[src/rtl/mc_sequencer.sv]
// mc_sequencer: multi-cycle FETCH/DECODE/EXECUTE/MEMORY/WRITEBACK sequencer for the rv32i core.
// Owns the PC and issues one-cycle request pulses to icache, decoder, ALU and dcache. It also
// provides a per-state watchdog, illegal/misaligned traps, a halt at instruction boundaries
// and a retired-instruction counter.
module mc_sequencer #(
    parameter int              XLEN        = 32,
    parameter logic [XLEN-1:0] RESET_PC    = '0,
    parameter int              TIMEOUT     = 64,
    parameter bit              CHECK_ALIGN = 1'b1,
    parameter int              CNT_W       = 32
) (
    input  logic             clk,
    input  logic             rst,
    input  logic             halt,
    output logic             ic_req_valid,
    output logic [XLEN-1:0]  ic_pc,
    input  logic             ic_resp_valid,
    output logic             dec_req_valid,
    input  logic             dec_resp_valid,
    input  logic             dec_illegal,
    input  logic             dec_is_jump,
    input  logic             dec_is_branch,
    input  logic             dec_is_mem,
    input  logic             dec_writes_rd,
    output logic             alu_req_valid,
    input  logic             alu_resp_valid,
    input  logic             alu_taken,
    input  logic [XLEN-1:0]  alu_target,
    output logic             dc_req_valid,
    input  logic             dc_resp_valid,
    output logic             rf_write_en,
    output logic [2:0]       state,
    output logic             trap,
    output logic [1:0]       trap_cause,
    output logic [XLEN-1:0]  trap_pc,
    output logic [CNT_W-1:0] instret
);

    typedef enum logic [2:0] {
        S_FETCH     = 3'd0,
        S_DECODE    = 3'd1,
        S_EXECUTE   = 3'd2,
        S_MEMORY    = 3'd3,
        S_WRITEBACK = 3'd4,
        S_TRAP      = 3'd5,
        S_HALTED    = 3'd6
    } state_t;

    localparam logic [1:0] CAUSE_ILLEGAL    = 2'd1;
    localparam logic [1:0] CAUSE_MISALIGNED = 2'd2;
    localparam logic [1:0] CAUSE_TIMEOUT    = 2'd3;

    // Watchdog counter sized to hold TIMEOUT; one bit minimum keeps the disabled case legal.
    localparam int              WD_W    = (TIMEOUT > 0) ? $clog2(TIMEOUT + 1) : 1;
    localparam logic [WD_W-1:0] WD_LAST = WD_W'((TIMEOUT > 0) ? TIMEOUT - 1 : 0);

    state_t          st;
    state_t          st_nxt;
    logic            entry;
    logic [XLEN-1:0] pc;
    logic [WD_W-1:0] wd_cnt;
    logic            redir_q;
    logic [XLEN-1:0] tgt_q;

    logic            resp_hit;
    logic            waiting;
    logic            wd_expire;
    logic            redir_now;
    logic [XLEN-1:0] tgt_now;
    logic            misalign;
    logic            retire_redir;
    logic [XLEN-1:0] retire_tgt;
    logic            do_retire;
    logic            trap_go;
    logic [1:0]      cause_nxt;

    // Jump/branch decision and halfword-aligned target, live while the ALU responds.
    assign redir_now = dec_is_jump | (dec_is_branch & alu_taken);
    assign tgt_now   = alu_target & ~XLEN'(1);
    assign misalign  = redir_now & CHECK_ALIGN & tgt_now[1];

    // Retiring straight out of EXECUTE uses the live decision; later states use the registered copy.
    assign retire_redir = (st == S_EXECUTE) ? redir_now : redir_q;
    assign retire_tgt   = (st == S_EXECUTE) ? tgt_now   : tgt_q;

    assign waiting   = st inside {S_FETCH, S_DECODE, S_EXECUTE, S_MEMORY};
    assign wd_expire = (TIMEOUT > 0) && waiting && !resp_hit && (wd_cnt == WD_LAST);

    // Select the response belonging to the current state; responses for other units are ignored.
    always_comb begin
        resp_hit = 1'b0;
        case (st)
            S_FETCH:   resp_hit = ic_resp_valid;
            S_DECODE:  resp_hit = dec_resp_valid;
            S_EXECUTE: resp_hit = alu_resp_valid;
            S_MEMORY:  resp_hit = dc_resp_valid;
            default:   resp_hit = 1'b0;
        endcase
    end

    // Next-state decision: unit responses, traps, retire and halt.
    always_comb begin
        // NOTE: every variable gets a default first so no path through the case infers a latch.
        st_nxt    = st;
        do_retire = 1'b0;
        trap_go   = 1'b0;
        cause_nxt = 2'd0;
        case (st)
            S_FETCH: begin
                if (ic_resp_valid) st_nxt = S_DECODE;
            end
            S_DECODE: begin
                if (dec_resp_valid) begin
                    if (dec_illegal) begin
                        trap_go   = 1'b1;
                        cause_nxt = CAUSE_ILLEGAL;
                    end else begin
                        st_nxt = S_EXECUTE;
                    end
                end
            end
            S_EXECUTE: begin
                if (alu_resp_valid) begin
                    if (misalign) begin
                        trap_go   = 1'b1;
                        cause_nxt = CAUSE_MISALIGNED;
                    end else if (dec_is_mem) begin
                        st_nxt = S_MEMORY;
                    end else if (dec_writes_rd) begin
                        st_nxt = S_WRITEBACK;
                    end else begin
                        do_retire = 1'b1;
                    end
                end
            end
            S_MEMORY: begin
                if (dc_resp_valid) begin
                    if (dec_writes_rd) st_nxt = S_WRITEBACK;
                    else               do_retire = 1'b1;
                end
            end
            S_WRITEBACK: do_retire = 1'b1;
            S_HALTED: begin
                if (!halt) st_nxt = S_FETCH;
            end
            default: st_nxt = st;
        endcase
        if (wd_expire) begin
            trap_go   = 1'b1;
            cause_nxt = CAUSE_TIMEOUT;
        end
        if (do_retire) st_nxt = halt ? S_HALTED : S_FETCH;
        if (trap_go)   st_nxt = S_TRAP;
    end

    // Sequencer state, PC, watchdog, trap record and retire counter.
    always_ff @(posedge clk) begin
        // NOTE: sequential state uses non-blocking assignments so every register updates from pre-edge values.
        if (rst) begin
            st         <= S_FETCH;
            entry      <= 1'b1;
            pc         <= RESET_PC;
            wd_cnt     <= '0;
            redir_q    <= 1'b0;
            tgt_q      <= '0;
            trap       <= 1'b0;
            trap_cause <= 2'd0;
            trap_pc    <= '0;
            instret    <= '0;
        end else begin
            st    <= st_nxt;
            entry <= (st_nxt != st);

            if (st_nxt != st)
                wd_cnt <= '0;
            else if (waiting && !resp_hit && (TIMEOUT > 0))
                wd_cnt <= wd_cnt + 1'b1;

            if (st == S_EXECUTE && alu_resp_valid) begin
                redir_q <= redir_now;
                tgt_q   <= tgt_now;
            end

            if (do_retire) begin
                pc      <= retire_redir ? retire_tgt : pc + XLEN'(4);
                instret <= instret + 1'b1;
            end

            if (trap_go) begin
                trap       <= 1'b1;
                trap_cause <= cause_nxt;
                trap_pc    <= pc;
            end
        end
    end

    // Each request is high only in the first cycle of its state and never during reset.
    assign ic_req_valid  = ~rst & entry & (st == S_FETCH);
    assign dec_req_valid = ~rst & entry & (st == S_DECODE);
    assign alu_req_valid = ~rst & entry & (st == S_EXECUTE);
    assign dc_req_valid  = ~rst & entry & (st == S_MEMORY);
    assign rf_write_en   = ~rst & (st == S_WRITEBACK);
    assign ic_pc         = pc;
    assign state         = st;

endmodule

[config.mk]
export PLATFORM = sky130hd
export DESIGN_NAME = mc_sequencer
export DESIGN_NICKNAME = d
export VERILOG_FILES = /design/src/rtl/mc_sequencer.sv
export SDC_FILE = /design/constraint.sdc
export NUM_CORES = 1
export LEC_CHECK = 0
export CORE_MARGIN = 3
export CORE_UTILIZATION = 51
export DETAILED_ROUTE_END_ITERATION = 7
export HOLD_SLACK_MARGIN = 0.02
export MAX_ROUTING_LAYER = met4
export PLACE_DENSITY = 0.9
export SLEW_MARGIN = 20
export SYNTH_ARGS = -nofsm -noshare
export SYNTH_HDL_FRONTEND = slang
export SYNTH_SLANG_ARGS = --single-unit
export TNS_END_PERCENT = 30
[constraint.sdc]
create_clock -name clk -period 3 [get_ports clk]
set_input_delay 0.6 -clock clk [delete_from_list [all_inputs] [get_ports clk]]
set_output_delay 0.6 -clock clk [all_outputs]
set_load 0.03 [all_outputs]
==> impl_metrics.toml, run 1 <==
[setup_path]
worstSetupPathType = "reg2out"
cp_max_fo = 11
cp_num_buf_inv = 1
r2r_end = "ic_pc[31]"
cpLargestDelayFamily = "buffers and inverters"
worstPathCellList = "or3b_2 > nor2_1 > clkdlybuf4s50_1"
crit_required_ns = 2.40
reg2reg_from = "state[1]"
rr_worst_depth = 7
cp_slowest_stage_delay_ns = 0.69
startpoint_type = "register"
cpMaxStageDelayCell = "clkdlybuf4s50_1"
r2r_setup_slack_ns = 0.47
end_kind = "output pin"
critPathArrivalTime_ns = 2.20

[grt]
grt_pass1_vias = 6614
grt_use_total_pct = 29.23
grt_max_degree = 123
overflow = 0
grt_pass1_wl_um = 34220
antenna_found_initial = 0

[timing]
fin_crit_sh_pct = 93.35
worstMarginPinSlew_ns = 0.6770
hold_ws_ns = 0.4196
min_period_ns = 2.800
hold_viol = 0
relSlewSlack_pct = 53.70
fin_setup_tns_ns = 0
setup_viol = 0
max_freq_mhz = 357.1
drv_slew = 0
finalClockSkew_ns = 0.005591
grt_setup_unrepaired = "false"
fin_ws_ns = 0.1996

[cells_and_area]
n_antenna_cell = 0
drive_above_1_share_pct = 9.170
fin_cells = 1208
nets = 1071
area_delta_synth_final_pct = 33.69
fill_cells = 990

[clock_tree]
clk_latency_ns = 0.43
cts_root_buf = "clkbuf_16"
cts_made_buffers = 17
cts_sinks = 140
cts_tree = "built"
hold_buffers = 0
clkTransAtPathRegs_ns = 0.06
cts_buffer_depth = 2
cts.htree.levels = 4

[power_and_ir_drop]
seqPwrFrac_pct = 39.1
p_per_area_mw_per_mm2 = 542.0
total_leakage_power_nw = 2.940
switching_share_pct = 27.38
clkPwrFrac_pct = 44.1
ir_worst_vdd_uv = 436.4
p_switching_mw = 1.372
p_total_mw = 5.010
internal_power_mw = 3.638
p_comb_share_pct = 16.8

[floorplan]
rows = 41
core_mm2 = 0.01293
io_pins = 152
die_h_um = 122.4
fp.dieW_um = 122.4
start_util_pct = 53.49
die-area_mm2 = 0.01499

[yosys]
yosys_warnings = 0
syn_inst = 899
synth_flop_cell = "dfxtp_1"
synth_cell_type_count = 65
synthArstFlopShare_pct = 0
netlist_area_mm2 = 0.006915
synth_area_leader_cell = "dfxtp_1"
synthTopCellsByArea = "dfxtp_1 41%, a21oi_1 9.6%, nand2_1 6.9%, o21ai_0 5.0%, nand3_1 4.8%"
ys_seq_area_share_pct = 40.53
ys_seq_elements = 140
avgSynthCellArea_um2 = 7.692
synth_top_area_share_pct = 40.53
synth-edff-count = 0
synth.most_common_cell = "dfxtp_1"
synth_common_cells = "140 x dfxtp_1, 132 x a21oi_1, 127 x nand2_1"

[detailed_routing]
avgViaCountPerCell = 6.252
drc_errors = 0
wl_um = 21430
drtAntennaViolNets = 0
routed-via-count = 7552
drtIter0Drc = 1089
wl_per_cell_um = 17.74
first_pass_iters = 6

[min_path]
holdPathStages = 2
min_to = "state[0]"
min_path_type = "in2reg"
min_from = "rst"

[placement]
port_buffers = 148
dpl.cell_count = 1176
dp_slack_ns = -0.03121
dpl.hpwl_um = 14090
gp_congestion = 0.9623

[run]
drv_cap = 0

[run_status]
status = "complete, no violations"
==> cells in the final DEF, fill, tap and decap left out, types with 15 or more instances in the layout <==
| cell type | instances |
|---|---|
| a21oi_1 | 132 |
| buf_4 | 28 |
| clkbuf_16 | 17 |
| clkdlybuf4s50_1 | 143 |
| dfxtp_1 | 139 |
| nand2_1 | 127 |
| nand3_1 | 67 |
| nand4_1 | 15 |
| nor2_1 | 41 |
| nor3_1 | 26 |
| o21ai_0 | 69 |
| or3_1 | 17 |
==> registers in the layout, indices dropped and copies added, names as in the netlist, 2 cells and up <==
signal / flops
instret: 32
ic_pc: 31
wd_cnt: 7
trap_pc: 31
trap_cause: 2
state: 3
tgt_q: 31
==> per-layer routing <==
layer,GRT usage [%],up-vias,wire [um]
met5,-,-,0
met3,6.037,44,2081
li1,-,3521,-
met1,39.71,3561,8910
met4,9.867,0,552
met2,43.59,426,9886
==> logic make-up after synthesis <==
family	Yosys count	share of synthesized area (%)
AOI/OAI and AO/OA	291	25.40
DFF	140	40.53
xor gates and xnor gates	17	2.153
muxes	9	1.393
other	1	0.05423
buffers and inverters	83	4.776
adders and majority gates	3	0.5428
and+or+nand+nor	355	25.15
==> cell type report <==
cell class | instances | area [um2] | share of cell area [%]
Clock inverter | 12 | 168.9 | 1.827
Inverter | 10 | 37.54 | 0.4060
Tap cell | 172 | 215.2 | 2.328
Sequential cell | 140 | 2804 | 30.33
Clock buffer | 20 | 446.7 | 4.832
Multi-Input combinational cell | 677 | 3811 | 41.22
Timing Repair Buffer | 177 | 1762 | 19.06
==> power groups by stage <==
stage	logic [mW]	registers (mW)	clock network (mW)
after floorplan	0.486	2.01	0
after global placement	0.805	1.99	0
after global routing	0.902	1.97	2.30
after CTS	0.824	1.96	2.22
after detailed placement	0.814	2.00	0
final	0.841	1.96	2.21
==> metrics by stage <==
step / cell area, um2 / utilization (%)
3_5_place_dp: 8628 / 66.74
5_1_grt: 9245 / 71.52
4_1_cts: 9244 / 71.51
6_report: 9245 / 71.52
2_1_floorplan: 6919 / -
3_3_place_gp: 8628 / 66.74
==> worst max path at each step <==
stage                        startpoint      endpoint  slack [ns]  cells after the start
after floorplan                     rst  dc_req_valid        0.42                      5
after global placement    dec_writes_rd   instret[31]       0.002                      7
after detailed placement  dec_writes_rd   instret[27]       -0.03                      7
after CTS                      state[2]   rf_write_en        0.06                      3
after global routing           state[1]   rf_write_en        0.11                      3
final                          state[2]   rf_write_en        0.20                      3
==> worst register-to-register path, cell delays in order, from the launching register on <==
cell and delay (ns):
dfxtp_1 0.53, or4b_4 0.54, a211oi_4 0.23, buf_12 0.19
or2_2 0.20, buf_12 0.18, nor2_1 0.06, a2111oi_0 0.46
==> what timing repair did <==
| action | in CTS | in global routing |
|---|---|---|
| setup buffers | 0 | 0 |
| resized for setup | 0 | 1 |
| setup endpoints to repair | 0 | 1 |
(Power assumes the default switching activity.)
==> inputs of run 2 (changes only) <==
- HOLD_SLACK_MARGIN: 0.02 -> 0.08
==> results of run 2 <==
No change in the layout: final DEF, timing and power equal those of run 1.
==> inputs of run 3 (changes only) <==
- CORE_UTILIZATION: 51 -> 23
- PLACE_DENSITY: 0.9 -> 0.53
==> run 3 against run 2 <==
Via count down 5.5%. Flip-flop and latch count unchanged. Core utilization down 38 points. Cell area up 4.2%. Maximum frequency down 1.7%. Die area up 110%. First-iteration DRC count down 41%. Hold slack better by 0.0053 ns. Setup slack worse by 0.048 ns. Global-route usage down 14 points. Register-to-register slack better by 0.08 ns. Critical path type unchanged. Highest routed layer unchanged.
==> impl_metrics.toml, run 3 (synthesis gave the netlist of run 1 again) <==
[timing]
min_period_ns = 2.849
fin_setup_tns_ns = 0
max_freq_mhz = 351.0
drv_slew = 0
finalClockSkew_ns = 0.008206
relSlewSlack_pct = 40.90
setup_viol = 0
grt_setup_unrepaired = "false"
worstMarginPinSlew_ns = 0.8865
fin_crit_sh_pct = 94.96
hold_viol = 0

[power_and_ir_drop]
seqPwrFrac_pct = 40.4
p_per_area_mw_per_mm2 = 501.6
p_total_mw = 4.833
ir_worst_vdd_uv = 400.2
total_leakage_power_nw = 2.995
clkPwrFrac_pct = 40.8
p_comb_share_pct = 18.7
internal_power_mw = 3.362
p_switching_mw = 1.470
switching_share_pct = 30.42

[floorplan]
die_h_um = 179.4
fp.dieW_um = 179.4
start_util_pct = 23.71
io_pins = 152
core_mm2 = 0.02917
die-area_mm2 = 0.03218
rows = 62

[setup_path]
rr_worst_depth = 6
crit_required_ns = 2.40
worstSetupPathType = "reg2out"
critPathArrivalTime_ns = 2.25
cp_max_fo = 10
end_kind = "output pin"
startpoint_type = "register"

[detailed_routing]
drc_errors = 0
routed-via-count = 7134
first_pass_iters = 5
drtAntennaViolNets = 0
wl_per_cell_um = 16.91
avgViaCountPerCell = 4.965
wl_um = 24300
drtIter0Drc = 646

[cells_and_area]
final_cell_mix = "143 x clkdlybuf4s50_1, 140 x dfxtp_1, 132 x a21oi_1"
max_flop_register = "instret"
nets = 1087
area_delta_synth_final_pct = 39.32
largest_reg_flops = 32
final_common_cell = "clkdlybuf4s50_1"
drive_above_1_share_pct = 10.65

[grt]
grt_pass1_vias = 6347
grt_use_total_pct = 14.86
grt_max_degree = 76
antenna_found_initial = 1
overflow = 0
grt_pass1_wl_um = 37440

[clock_tree]
cts_tree = "built"
hold_buffers = 0
cts-resized-gates = 0
clkTransAtPathRegs_ns = 0.06
cts_root_buf = "clkbuf_16"
cts_buffer_depth = 2
cts_sinks = 140
cts_made_buffers = 17
cts.htree.levels = 4
postCtsSetupRepairBufs = 0
clk_latency_ns = 0.42

[min_path]
holdPathStages = 2
min_path_type = "in2reg"

[placement]
dpl.hpwl_um = 17400
gp_congestion = 0.8217
port_buffers = 148

[run]
drv_cap = 0

[run_status]
status = "complete, no violations"
[run 3: per-layer routing]
layer	wire length, um	GRT usage (%)
met3	1453	3.638
met1	11700	20.68
met2	10700	21.44
met5	0	-
met4	439	4.177
[run 3: per-stage QoR]
step | hold WS (ns) | cells | setup slack (ns) | utilization [%] | area, um2
3_5_place_dp | 0.4467 | 1404 | 0.04450 | 31.14 | 9082
5_1_grt | 0.4211 | 1437 | 0.06916 | 33.03 | 9634
2_1_floorplan | 0.4338 | 900 | 0.4157 | - | 6919
6_report | 0.4250 | 1437 | 0.1513 | 33.03 | 9634
3_3_place_gp | 0.4394 | 1404 | 0.02212 | 31.14 | 9082
4_1_cts | 0.4088 | 1436 | 0.1150 | 33.02 | 9632
[run 3: final cells by class]
cell class                      count  area, um2
Antenna cell                        1      2.502
Clock inverter                     14      110.1
Inverter                           10      37.54
Timing Repair Buffer              193       1944
Multi-Input combinational cell    677       3817
Clock buffer                       18      439.2
Sequential cell                   140       2803
Fill cell                        3096      19530
Tap cell                          384      480.5
[run 3: power groups by stage]
stage / registers [mW] / clock network (mW) / logic, mW
finish: 1.95 / 1.97 / 0.905
CTS: 1.95 / 2.04 / 0.911
global placement: 1.99 / 0 / 0.904
detailed placement: 1.99 / 0 / 0.908
global route: 1.96 / 2.11 / 0.984
floorplan: 2.01 / 0 / 0.486
[run 3: final timing paths]
kind,startpoint,end,slack (ns)
worst max-delay path,state[2],rf_write_en,0.15
worst min-delay path,rst,state[2],0.42
worst max register to register,state[0],instret[27],0.55
worst min register to register,tgt_q[9],tgt_q[9],0.45
[run 3: worst max-delay path: stages (launching register included)]
cell and delay, ns:
dfxtp_1 0.50, or3b_2 0.51, nor2_1 0.14, clkdlybuf4s50_1 0.68
